===== config.mk =====
export PLATFORM = sky130hd
export DESIGN_NAME = fetch_stage_flat
export DESIGN_NICKNAME = d
export VERILOG_FILES = /design/src/rtl/cpu_pkg.sv /design/src/rtl/fetch_stage_if.sv /design/src/rtl/pc_select.sv /design/src/rtl/fetch_stage.sv /design/src/flat_wrapper.sv
export SDC_FILE = /design/constraint.sdc
export NUM_CORES = 1
export LEC_CHECK = 0
export ABC_AREA = 1
export BUFFER_PORTS_ARGS = -buffer_cell sky130_fd_sc_hd__buf_2
export CAP_MARGIN = 15
export CORE_ASPECT_RATIO = 1.25
export CORE_UTILIZATION = 30
export CTS_CLUSTER_DIAMETER = 120
export CTS_CLUSTER_SIZE = 14
export DETAILED_ROUTE_END_ITERATION = 10
export SLEW_MARGIN = 20
export SYNTH_ARGS = -nofsm -noshare
export SYNTH_HDL_FRONTEND = slang
export SYNTH_SLANG_ARGS = --single-unit

===== constraint.sdc =====
create_clock -name clk -period 2.1 [get_ports clk]
set_input_delay 0.42 -clock clk [delete_from_list [all_inputs] [get_ports clk]]
set_output_delay 0.42 -clock clk [all_outputs]
set_load 0.01 [all_outputs]

===== src/rtl/cpu_pkg.sv =====
// Shared CPU definitions: reset/trap vector defaults, IF_ID field layout and the
// next-PC select encoding used by the fetch stage.
package cpu_pkg;

    localparam logic [31:0] DEF_RESET_VECTOR = 32'h8000_0000;
    localparam logic [31:0] DEF_IRQ_VECTOR   = 32'h8000_0004;
    localparam logic [31:0] DEF_EXC_VECTOR   = 32'h8000_0008;

    localparam logic [31:0] NOP_INSTR = 32'h0000_0000;

    localparam int INSTR_LSB = 0;
    localparam int INSTR_MSB = 31;
    localparam int PC4_LSB   = 32;
    localparam int PC4_MSB   = 63;

    typedef enum logic [2:0] {
        SEL_IRQ,
        SEL_EXC,
        SEL_HOLD,
        SEL_JR,
        SEL_J,
        SEL_BR,
        SEL_SEQ
    } npc_sel_e;

endpackage


===== src/rtl/fetch_stage_if.sv =====
// Fetch-stage bus: ID redirect/stall controls, instruction memory port and IF_ID.
// With FETCH_PERF_CNT_EN defined the bus also carries fetch_count/flush_count.
interface fetch_stage_if;

    logic        PC_IF_ID_Write;
    logic        Z;
    logic        J;
    logic        JR;
    logic        interrupt;
    logic        exception;
    logic [31:0] branch_target;
    logic [31:0] jump_target;
    logic [31:0] jr_target;
    logic [31:0] imem_addr;
    logic [31:0] imem_rdata;
    logic [31:0] PC;
    logic [63:0] IF_ID;
`ifdef FETCH_PERF_CNT_EN
    logic [31:0] fetch_count;
    logic [31:0] flush_count;

    modport master (
        input  PC_IF_ID_Write, Z, J, JR, interrupt, exception,
        input  branch_target, jump_target, jr_target, imem_rdata,
        output imem_addr, PC, IF_ID, fetch_count, flush_count
    );
    modport slave (
        output PC_IF_ID_Write, Z, J, JR, interrupt, exception,
        output branch_target, jump_target, jr_target, imem_rdata,
        input  imem_addr, PC, IF_ID, fetch_count, flush_count
    );
`else
    modport master (
        input  PC_IF_ID_Write, Z, J, JR, interrupt, exception,
        input  branch_target, jump_target, jr_target, imem_rdata,
        output imem_addr, PC, IF_ID
    );
    modport slave (
        output PC_IF_ID_Write, Z, J, JR, interrupt, exception,
        output branch_target, jump_target, jr_target, imem_rdata,
        input  imem_addr, PC, IF_ID
    );
`endif

endinterface


===== src/rtl/pc_select.sv =====
// Next-PC source priority encoder. Traps outrank the stall; the stall outranks
// JR/J/Z because their operands may still be waiting on load data.
module pc_select
    import cpu_pkg::*;
(
    input  logic     pc_if_id_write,
    input  logic     z,
    input  logic     j,
    input  logic     jr,
    input  logic     interrupt,
    input  logic     exception,
    output npc_sel_e sel,
    output logic     flush
);

    always_comb begin
        sel   = SEL_SEQ;
        flush = 1'b1;
        if (interrupt)            sel = SEL_IRQ;
        else if (exception)       sel = SEL_EXC;
        else if (!pc_if_id_write) sel = SEL_HOLD;
        else if (jr)              sel = SEL_JR;
        else if (j)               sel = SEL_J;
        else if (z)               sel = SEL_BR;
        if (sel == SEL_HOLD || sel == SEL_SEQ) flush = 1'b0;
    end

endmodule


===== src/rtl/fetch_stage.sv =====
// IF stage: PC register, next-PC mux and IF_ID pipeline register.
// Optional FETCH_PERF_CNT_EN adds wrapping fetch/flush event counters.
module fetch_stage
    import cpu_pkg::*;
#(
    parameter logic [31:0] RESET_VECTOR = DEF_RESET_VECTOR,
    parameter logic [31:0] IRQ_VECTOR   = DEF_IRQ_VECTOR,
    parameter logic [31:0] EXC_VECTOR   = DEF_EXC_VECTOR
) (
    input logic          clk,
    input logic          rst_n,
    fetch_stage_if.master bus
);

    npc_sel_e    sel;
    logic        flush;
    logic [31:0] pc_q;
    logic [31:0] pc_plus4;
    logic [31:0] next_pc;
    logic [63:0] if_id_q;
    logic [63:0] if_id_d;

    pc_select u_pc_select (
        .pc_if_id_write (bus.PC_IF_ID_Write),
        .z              (bus.Z),
        .j              (bus.J),
        .jr             (bus.JR),
        .interrupt      (bus.interrupt),
        .exception      (bus.exception),
        .sel            (sel),
        .flush          (flush)
    );

    assign pc_plus4 = pc_q + 32'd4;

    always_comb begin
        next_pc = pc_plus4;
        case (sel)
            SEL_IRQ:  next_pc = IRQ_VECTOR;
            SEL_EXC:  next_pc = EXC_VECTOR;
            SEL_HOLD: next_pc = pc_q;
            // JR may drop to user mode but can never raise the supervisor bit.
            SEL_JR:   next_pc = {pc_q[31] & bus.jr_target[31], bus.jr_target[30:0]};
            SEL_J:    next_pc = bus.jump_target;
            SEL_BR:   next_pc = bus.branch_target;
            default:  next_pc = pc_plus4;
        endcase
    end

    // A squashed fetch still carries its PC+4 so ID sees the right PC[31].
    always_comb begin
        if_id_d                    = '0;
        if_id_d[PC4_MSB:PC4_LSB]   = pc_plus4;
        if_id_d[INSTR_MSB:INSTR_LSB] = flush ? NOP_INSTR : bus.imem_rdata;
    end

    always_ff @(posedge clk) begin
        if (!rst_n) begin
            pc_q    <= RESET_VECTOR;
            if_id_q <= '0;
        end else if (sel != SEL_HOLD) begin
            pc_q    <= next_pc;
            if_id_q <= if_id_d;
        end
    end

    assign bus.imem_addr = pc_q;
    assign bus.PC        = pc_q;
    assign bus.IF_ID     = if_id_q;

`ifdef FETCH_PERF_CNT_EN
    logic [31:0] fetch_cnt_q;
    logic [31:0] flush_cnt_q;

    always_ff @(posedge clk) begin
        if (!rst_n) begin
            fetch_cnt_q <= '0;
            flush_cnt_q <= '0;
        end else begin
            if (sel == SEL_SEQ) fetch_cnt_q <= fetch_cnt_q + 32'd1;
            if (flush)          flush_cnt_q <= flush_cnt_q + 32'd1;
        end
    end

    assign bus.fetch_count = fetch_cnt_q;
    assign bus.flush_count = flush_cnt_q;
`endif

endmodule


===== src/flat_wrapper.sv =====
// flat-port wrapper written by rule: the top's interface ports become plain ports
module fetch_stage_flat import cpu_pkg::*;
#(
    parameter logic [31:0] RESET_VECTOR = DEF_RESET_VECTOR,
    parameter logic [31:0] IRQ_VECTOR   = DEF_IRQ_VECTOR,
    parameter logic [31:0] EXC_VECTOR   = DEF_EXC_VECTOR
)
  (clk, rst_n, bus_PC_IF_ID_Write, bus_Z, bus_J, bus_JR, bus_interrupt, bus_exception, bus_branch_target, bus_jump_target, bus_jr_target, bus_imem_rdata, bus_imem_addr, bus_PC, bus_IF_ID);
  fetch_stage_if bus_i ();
  input logic clk;
  input logic rst_n;
  input wire logic [$bits(bus_i.PC_IF_ID_Write)-1:0] bus_PC_IF_ID_Write;
  input wire logic [$bits(bus_i.Z)-1:0] bus_Z;
  input wire logic [$bits(bus_i.J)-1:0] bus_J;
  input wire logic [$bits(bus_i.JR)-1:0] bus_JR;
  input wire logic [$bits(bus_i.interrupt)-1:0] bus_interrupt;
  input wire logic [$bits(bus_i.exception)-1:0] bus_exception;
  input wire logic [$bits(bus_i.branch_target)-1:0] bus_branch_target;
  input wire logic [$bits(bus_i.jump_target)-1:0] bus_jump_target;
  input wire logic [$bits(bus_i.jr_target)-1:0] bus_jr_target;
  input wire logic [$bits(bus_i.imem_rdata)-1:0] bus_imem_rdata;
  output wire logic [$bits(bus_i.imem_addr)-1:0] bus_imem_addr;
  output wire logic [$bits(bus_i.PC)-1:0] bus_PC;
  output wire logic [$bits(bus_i.IF_ID)-1:0] bus_IF_ID;
  assign bus_i.PC_IF_ID_Write = bus_PC_IF_ID_Write;
  assign bus_i.Z = bus_Z;
  assign bus_i.J = bus_J;
  assign bus_i.JR = bus_JR;
  assign bus_i.interrupt = bus_interrupt;
  assign bus_i.exception = bus_exception;
  assign bus_i.branch_target = bus_branch_target;
  assign bus_i.jump_target = bus_jump_target;
  assign bus_i.jr_target = bus_jr_target;
  assign bus_i.imem_rdata = bus_imem_rdata;
  assign bus_imem_addr = bus_i.imem_addr;
  assign bus_PC = bus_i.PC;
  assign bus_IF_ID = bus_i.IF_ID;
  fetch_stage #(.RESET_VECTOR(RESET_VECTOR), .IRQ_VECTOR(IRQ_VECTOR), .EXC_VECTOR(EXC_VECTOR)) u_core (.clk(clk), .rst_n(rst_n), .bus(bus_i));
endmodule

======== After elaboration in Yosys (flattened, before gate mapping) ========
Cells that the tools add are included.
storage, ports and cells
  register bits ........................... 96
  bits of input ports ..................... 136
  output and inout port bits .............. 128
  logic and storage cells ................. 23
operators by class
  add/subtract/negate cells ............... 1
  eq/ne operators ......................... 7
  muxes and demuxes ....................... 8
  bitwise gates (word level) .............. 2
  reductions and logical operators ........ 3
operators with widths
  cell                     number
  $pmux W32 S6             1
  $add A32 B3 Y32 const B  1
  $mux W32                 1
  $mux W3                  4
  $eq A3 B3 Y1 const B     3
  $eq A3 B2 Y1 const B     2
  $mux W2                  2
  $eq A3 B1 Y1 const B     1
  $logic_not A3 Y1         1
  $ne A3 B2 Y1 const B     1
  $reduce_and A2 Y1        1
  $and A1 B1 Y1            1
  $logic_or A1 B1 Y1       1
  $not A1 Y1               1

======== Depth between registers and ports, before layout ========
Gate-level depths: netlist of run 1.
  depth after elaboration ................. 9
  mapped depth ............................ 13
  mapped depth without buffers ............ 12

======== By module ========
From an unflattened synthesis of run 1, not the netlist that was laid out.
unflattened totals
  cells, all modules ...................... 871
  area, all modules ....................... 5,544.1 um^2
by module, submodules not included
  module       times used  cells an instance  area an instance (um^2)  sequential area each (um^2)
  fetch_stage  1           857                5,485.3                  1,921.8
  pc_select    1           14                 58.8                     0.0

======== Worst setup path before layout of run 1 ========
OpenSTA, ideal clock, no wires.
  kind .................................... register -> register
  start ................................... register u_core.pc_q[2], in the netlist u_core.bus.PC[2]
  end ..................................... register u_core.if_id_q[48], in the netlist u_core.bus.IF_ID[48]
  setup time .............................. 0.116 ns
  arrival time ............................ 1.554 ns
  data required time ...................... 1.984 ns
  slack ................................... 0.429 ns
  stages on the path, launching flop included .. 11
  path buffers ............................ 0
  period minus slack after synthesis ...... 1.671 ns
  cell sequence ........................... dfxtp_1 ha_1 nand3_2 nor2_2 nand2_1 nor2_1 nand2_1 nand2_1 nand3_1 o211ai_1 inv_1
between the ends
  cells in the longest elaborated chain, start to end .. 1
RTL lines
  what                    RTL line           RTL
  from (decl)             fetch_stage.sv:17  logic [31:0] pc_q;
  from (signal assigned)  fetch_stage.sv:62  pc_q <= next_pc;
  $add A32 B3 Y32         fetch_stage.sv:34  assign pc_plus4 = pc_q + 32'd4;
  to (signal assigned)    fetch_stage.sv:63  if_id_q <= if_id_d;
  to (decl)               fetch_stage.sv:20  logic [63:0] if_id_q;
Every way passes these cells.
A chain may end at the register's enable or synchronous reset.

======== Worst setup path in the final report of run 1 ========
  start ................................... register u_core.pc_q[3], in the netlist u_core.bus.PC[3]
  end ..................................... register u_core.pc_q[18], in the netlist u_core.bus.PC[18]
between the ends
  cells in the longest elaborated chain, start to end .. 2
RTL lines
  what             RTL line           RTL
  $add A32 B3 Y32  fetch_stage.sv:34
  $pmux W32 S6     fetch_stage.sv:38  case (sel)
Every way passes these cells.

==> impl_metrics.json, run 1 <==
{
  "start_kind": "register",
  "synth_cell_types": 35,
  "area_growth_pct": 31.2,
  "cap_violations": 0,
  "pwr-share-clk_pct": 39.1,
  "cts_tree": "done",
  "avgRoutedWirePerCell_um": 16.0,
  "drive_gt1_share_pct": 30.2,
  "clockBufferDepth": 2,
  "viasPerCell": 4.86,
  "path_clk_slew_ns": 0.07,
  "holdCritStartpoint": "bus_imem_rdata[24]",
  "drt_pre_antenna_iters": 5,
  "timing.slew.headroom_pct": 64.5,
  "drc": 0,
  "ys_ff_latch": 96,
  "clockRootBuffer": "clkbuf_16",
  "io_pins": 264,
  "port_buffers": 263,
  "worst-setup-path-type": "register to register",
  "endpoint_kind": "register",
  "combPwrFrac_pct": 18.0,
  "synth_seq_area_share_pct": 34.3,
  "layout_min_cycle_time_ns": 1.85,
  "initial_core_util_pct": 30.8,
  "pwr-share-seq_pct": 42.9,
  "drt-initial-drc-count": 300,
  "die_area_sq_um": 19200,
  "slew_viol_final": 0,
  "dieWidth_um": 124,
  "p_sw_share_pct": 28.7,
  "arrival_ns": 2.08,
  "critPathRequiredTime_ns": 2.34,
  "cts_resized": 0,
  "power_density_nw_per_um2": 630,
  "grt_usage_pct": 21.9,
  "grt_max_degree": 49,
  "fin_skew_ns": 0.00692,
  "core_area_sq_um": 18200,
  "gr-total-overflow": 0,
  "rows": 55,
  "gp_congestion": 0.883,
  "clock_latency_ns": 0.35,
  "vias": 6406,
  "status": "finished clean",
  "critPathLaunch": "u_core.bus.PC[3]",
  "rsz0062_at_grt": "no",
  "r2r_start": "u_core.bus.PC[3]",
  "numClockSinks": 96,
  "synth_nets": 997,
  "wirelength_um": 21100,
  "postCtsSetupBuffers": 0,
  "fin_nets": 1223,
  "setup-tns-final_ns": 0,
  "cts_hold_repair.buffers": 0,
  "antenna_found_initial": 1,
  "htreeDepth": 3,
  "crit_fanout": 6,
  "holdWs_ns": 0.330,
  "report.final.hold_viol_count": 0,
  "max_clock_freq_mhz": 541,
  "numCtsBuffers": 9,
  "syn_area_per_cell_sq_um": 6.51,
  "fill_cells": 2031,
  "power.leakage_nw": 3.63,
  "die_y_um": 155,
  "grt_pass1_wl_um": 31800,
  "setup_violations": 0,
  "ir_drop_v": 0.000284,
  "intPower_mw": 3.30,
  "tightest_slew_ns": 0.533,
  "syn-instance-count": 860,
  "antenna_cells": 0,
  "hpwl_um": 16600,
  "synth_area_sq_um": 5600,
  "ant_nets": 0,
  "yosys_warnings": 0,
  "hold_class": "input port to register",
  "grt_pass1_vias": 6059,
  "utilization_pct": 40.4,
  "p_switching_mw": 1.33,
  "fin_crit_sh_pct": 88.0
}
==> placed cells by master (no fill, tap or decap), types with 3 or more instances in the layout <==
cell type / instances
a21oi_1: 57
buf_12: 6
buf_2: 263
buf_4: 26
clkbuf_16: 9
dfxtp_1: 96
inv_1: 63
inv_2: 4
nand2_1: 230
nand3_1: 96
nand3b_1: 8
nand4_1: 22
nor2_1: 100
nor2_2: 3
nor2_4: 4
nor3_1: 5
o211a_1: 7
o211ai_1: 14
o21ai_0: 43
o21bai_1: 4
or2_0: 3
xnor2_1: 3
xor2_1: 3
==> critical path: stages (launching register included) <==
cell	delay, ns
dfxtp_1	0.46
ha_1	0.28
inv_1	0.05
nor2_1	0.14
nand2_1	0.16
o21ai_0	0.19
nand3b_1	0.15
nor2_1	0.23
nor2_1	0.07
==> stage by stage <==
step,total power [mW],setup WS (ns),instances,area (sq um)
4_1_cts,4.68,0.263,1319,7350
5_1_grt,4.83,0.0671,1319,7350
2_1_floorplan,2.48,0.429,860,5600
3_3_place_gp,2.86,0.189,1303,7020
6_report,4.63,0.251,1319,7350
3_5_place_dp,2.86,0.153,1303,7020
==> cell families after synthesis <==
kind of cell,share of synthesized area [%]
buffers and inverters,13.4
AND/OR/NAND/NOR,37.8
XOR/XNOR,0.939
AO/OA/AOI/OAI,13.4
adder cells (fa/ha/maj),0.223
flip-flops,34.3
==> worst paths after layout <==
check                              end  slack [ns]  depth (start not counted)
hold / removal    u_core.bus.IF_ID[24]        0.33                          3
setup reg to reg     u_core.bus.PC[18]        0.25                          8
setup / recovery     u_core.bus.PC[18]        0.25                          8
hold reg to reg   u_core.bus.IF_ID[14]        0.46                          2
==> sequential cells by signal, summed over array words and instances (netlist names) <==
| signal | flops |
|---|---|
| u_core.bus.IF_ID | 64 |
| u_core.bus.PC | 32 |
==> synth_stat cells (all sizes together) <==
library cell / instances / area, sq um
o21ai: 43 / 215
or2: 4 / 25.0
o221ai: 2 / 17.5
nor2: 108 / 454
o211ai: 14 / 105
and2: 1 / 6.26
nand2: 234 / 898
clkbuf: 20 / 75.1
nand4: 22 / 138
inv: 67 / 251
o211a: 7 / 70.1
buf: 60 / 422
dfxtp: 96 / 1920
nand3b: 8 / 60.1
o21bai: 4 / 30.0
a21oi: 58 / 294
a41oi: 2 / 17.5
ha: 1 / 12.5
nand3: 98 / 508
xnor2: 3 / 26.3
xor2: 3 / 26.3
nor3: 5 / 25.0
==> layout make-up <==
class,instances,area [sq um],share of cell area (%)
flip-flops and latches,96,1920,26.2
well taps,228,285,3.88
multi-input cells,617,2930,39.9
clock inverters,6,92.6,1.26
repair buffers,295,1630,22.2
clock buffers,10,229,3.12
inverters,67,251,3.42
==> power by group through the flow <==
stage	Sequential, mW	Clock (mW)	Combinational [mW]
detailed placement	2.03	0	0.835
global placement	2.03	0	0.832
floorplan	2.05	0	0.432
CTS	1.99	1.86	0.838
finish	1.99	1.81	0.833
global route	2.00	1.91	0.922
==> routing by layer <==
| metal | GRT usage (%) | wire [um] | vias up |
|---|---|---|---|
| met4 | 9.98 | 588 | 2 |
| met1 | 26.1 | 8690 | 2884 |
| met2 | 37.1 | 10400 | 249 |
| met5 | 0 | 10 | - |
| li1 | - | - | 3239 |
| met3 | 4.31 | 1400 | 32 |
Note: power is estimated with default switching activity, not from simulation.
==> inputs of run 2 (changes only) <==
- ABC_AREA: 1 -> not set
==> impl_metrics.json, run 2 <==
{
  "die_y_um": 147,
  "holdCritStartpoint": "bus_imem_rdata[10]",
  "final_common_cell": "buf_2",
  "drive_gt1_share_pct": 43.0,
  "worst_r2r_endpoint": "u_core.bus.PC[30]",
  "timing.slew.headroom_pct": 71.1,
  "core_area_sq_um": 16300,
  "fin_crit_sh_pct": 98.6,
  "viasPerCell": 5.07,
  "layout_min_cycle_time_ns": 2.07,
  "grt_pass1_wl_um": 29100,
  "initial_core_util_pct": 30.9,
  "setup_violations": 0,
  "numCtsBuffers": 9,
  "clock_latency_ns": 0.35,
  "gp_congestion": 0.866,
  "yosys.area.top_type": "dfxtp_1",
  "cts_hold_repair.buffers": 0,
  "worstHoldPathCells": 3,
  "synth_area_leaders": "dfxtp_1 38%, a21oi_1 7.4%, nand2_1 7.3%, buf_4 5.2%, xnor2_1 4.4%",
  "slew_viol_final": 0,
  "wirelength_um": 19300,
  "crit_slowest_cell": "or4_4",
  "vias": 5643,
  "slowest_delay_ns": 0.45,
  "report.final.hold_viol_count": 0,
  "drt_pre_antenna_iters": 5,
  "yosysTopAreaCellShare_pct": 38.2,
  "yosysMostFrequentCell": "nand2_1",
  "synth_edf_count": 0,
  "holdWs_ns": 0.296,
  "ir_drop_v": 0.000325,
  "netlist_top_cells_count": "98 x nand2_1, 96 x dfxtp_1, 74 x a21oi_1, 35 x buf_4, 33 x nor2_1",
  "path_clk_slew_ns": 0.07,
  "reg2reg_slack_ns": 0.03,
  "worst-setup-path-type": "register to register",
  "power_density_nw_per_um2": 604,
  "port_buffers": 263,
  "crit_fanout": 3,
  "yosys_most_used_dff": "dfxtp_1",
  "avgRoutedWirePerCell_um": 17.3,
  "synth_seq_area_share_pct": 38.2,
  "fin_skew_ns": 0.00478,
  "arrival_ns": 2.35,
  "die_area_sq_um": 17300,
  "start_kind": "register",
  "power.leakage_nw": 3.13,
  "synth_nets": 761,
  "numClockSinks": 96,
  "max_clock_freq_mhz": 483,
  "drc": 0,
  "cap_violations": 0,
  "path_buf_inv": 0,
  "rows": 52,
  "syn_area_per_cell_sq_um": 8.06,
  "gr-total-overflow": 0,
  "clockRootBuffer": "clkbuf_16",
  "antenna_found_initial": 3,
  "synth_area_sq_um": 5030,
  "crit_family": "simple AND/OR/NAND/NOR gates",
  "largest_reg_flops": 64,
  "hold_path_end": "u_core.bus.IF_ID[10]",
  "drt-initial-drc-count": 345,
  "cp_cell_sequence": "ha_4, nand3_2, or4_4, or4_4, or4_4, a31oi_1",
  "hold_class": "input port to register",
  "cp_common_cell": "or4_4",
  "fin_nets": 1027,
  "cts_tree": "done",
  "ys_ff_latch": 96,
  "status": "finished clean",
  "tightest_slew_ns": 0.434,
  "endpoint_kind": "register",
  "r2r_cells": 6,
  "htreeDepth": 3,
  "hpwl_um": 14800,
  "layout_common_cells": "263 x buf_2, 97 x nand2_1, 85 x dfxtp_1, 74 x a21oi_1, 70 x buf_4",
  "yosys_warnings": 0,
  "dpl_cell_area_sq_um": 6770,
  "design_area_sq_um": 7100,
  "dieWidth_um": 118,
  "rsz0062_at_grt": "yes",
  "syn-instance-count": 624,
  "area_growth_pct": 41.1,
  "synth_cell_types": 62,
  "synthArstFlopShare_pct": 0,
  "critPathRequiredTime_ns": 2.38,
  "clockBufferDepth": 2,
  "ant_nets": 0,
  "grt_max_degree": 36,
  "grt_pass1_vias": 5356,
  "io_pins": 264,
  "r2r_start": "u_core.bus.PC[3]",
  "grt_usage_pct": 21.7
}
==> run 2: cell families (layout without fill, tap and decap cells) <==
logic type | after synthesis | count (layout) | synth area share, %
xor+xnor | 37 | 37 | 6.44
other cells | 0 | 1 | 0
compound gates | 194 | 194 | 25.0
buf+inv | 89 | 360 | 10.7
flops | 96 | 96 | 38.2
simple gates | 207 | 207 | 19.5
fa+ha+maj | 1 | 1 | 0.249
==> run 2: cell type report <==
type	count	area [sq um]
fillers	1722	9170
diodes	1	2.50
repair buffers	338	1940
clock buffers	12	278
flip-flops and latches	96	1940
clock inverters	4	25.0
inverters	6	22.5
multi-input cells	439	2620
well taps	216	270
==> run 2: worst max-delay path by stage <==
stage | start | endpoint | slack (ns) | depth (start not counted)
6_report | u_core.bus.PC[3] | u_core.bus.PC[30] | 0.03 | 6
3_3_place_gp | bus_PC_IF_ID_Write | u_core.bus.PC[17] | -0.03 | 6
3_5_place_dp | bus_PC_IF_ID_Write | u_core.bus.PC[26] | -0.05 | 6
4_1_cts | u_core.bus.PC[3] | u_core.bus.PC[30] | -0.005 | 6
2_1_floorplan | u_core.bus.PC[18] | u_core.bus.PC[30] | -0.03 | 6
5_1_grt | u_core.bus.PC[3] | u_core.bus.PC[30] | -0.05 | 6
==> run 2: what timing repair did <==
action,4_1_cts,5_1_grt
buffers inserted,0,0
setup endpoints to repair,1,7
pin swaps,0,1
gates resized for setup,0,5
==> run 2: worst reg2reg max path, delay by kind of cell (launching register included) <==
kind | cells | cell delay, ns
fa+ha+maj | 1 | 0.13
simple gates | 4 | 1.39
flops | 1 | 0.36
compound gates | 1 | 0.13
==> run 2: through the flow <==
stage	setup slack [ns]	TNS, ns	cells	util (%)	power [mW]
after floorplan	-0.0299	-0.0299	624	-	2.32
after global placement	-0.0268	-0.0268	1095	41.6	2.65
after detailed placement	-0.0503	-0.148	1095	41.6	2.65
after CTS	-0.00511	-0.00511	1111	43.5	4.34
after global routing	-0.0543	-0.0543	1111	43.6	4.45
final	0.0297	0	1112	43.6	4.28
==> run 2: power by group <==
group          leakage (nW)  switching (mW)  internal, mW
combinational          2.20           0.367         0.318
sequential            0.787          0.0408          1.89
clock                 0.146           0.737         0.937
==> run 2: layer usage <==
metal / part of all wire, % / routed length, um / track usage [%]
met4: 1.5 / 295 / 7.24
met5: 0.088 / 17 / 0
met3: 7.6 / 1480 / 5.32
met1: 41 / 7850 / 25.7
met2: 50 / 9650 / 38.1
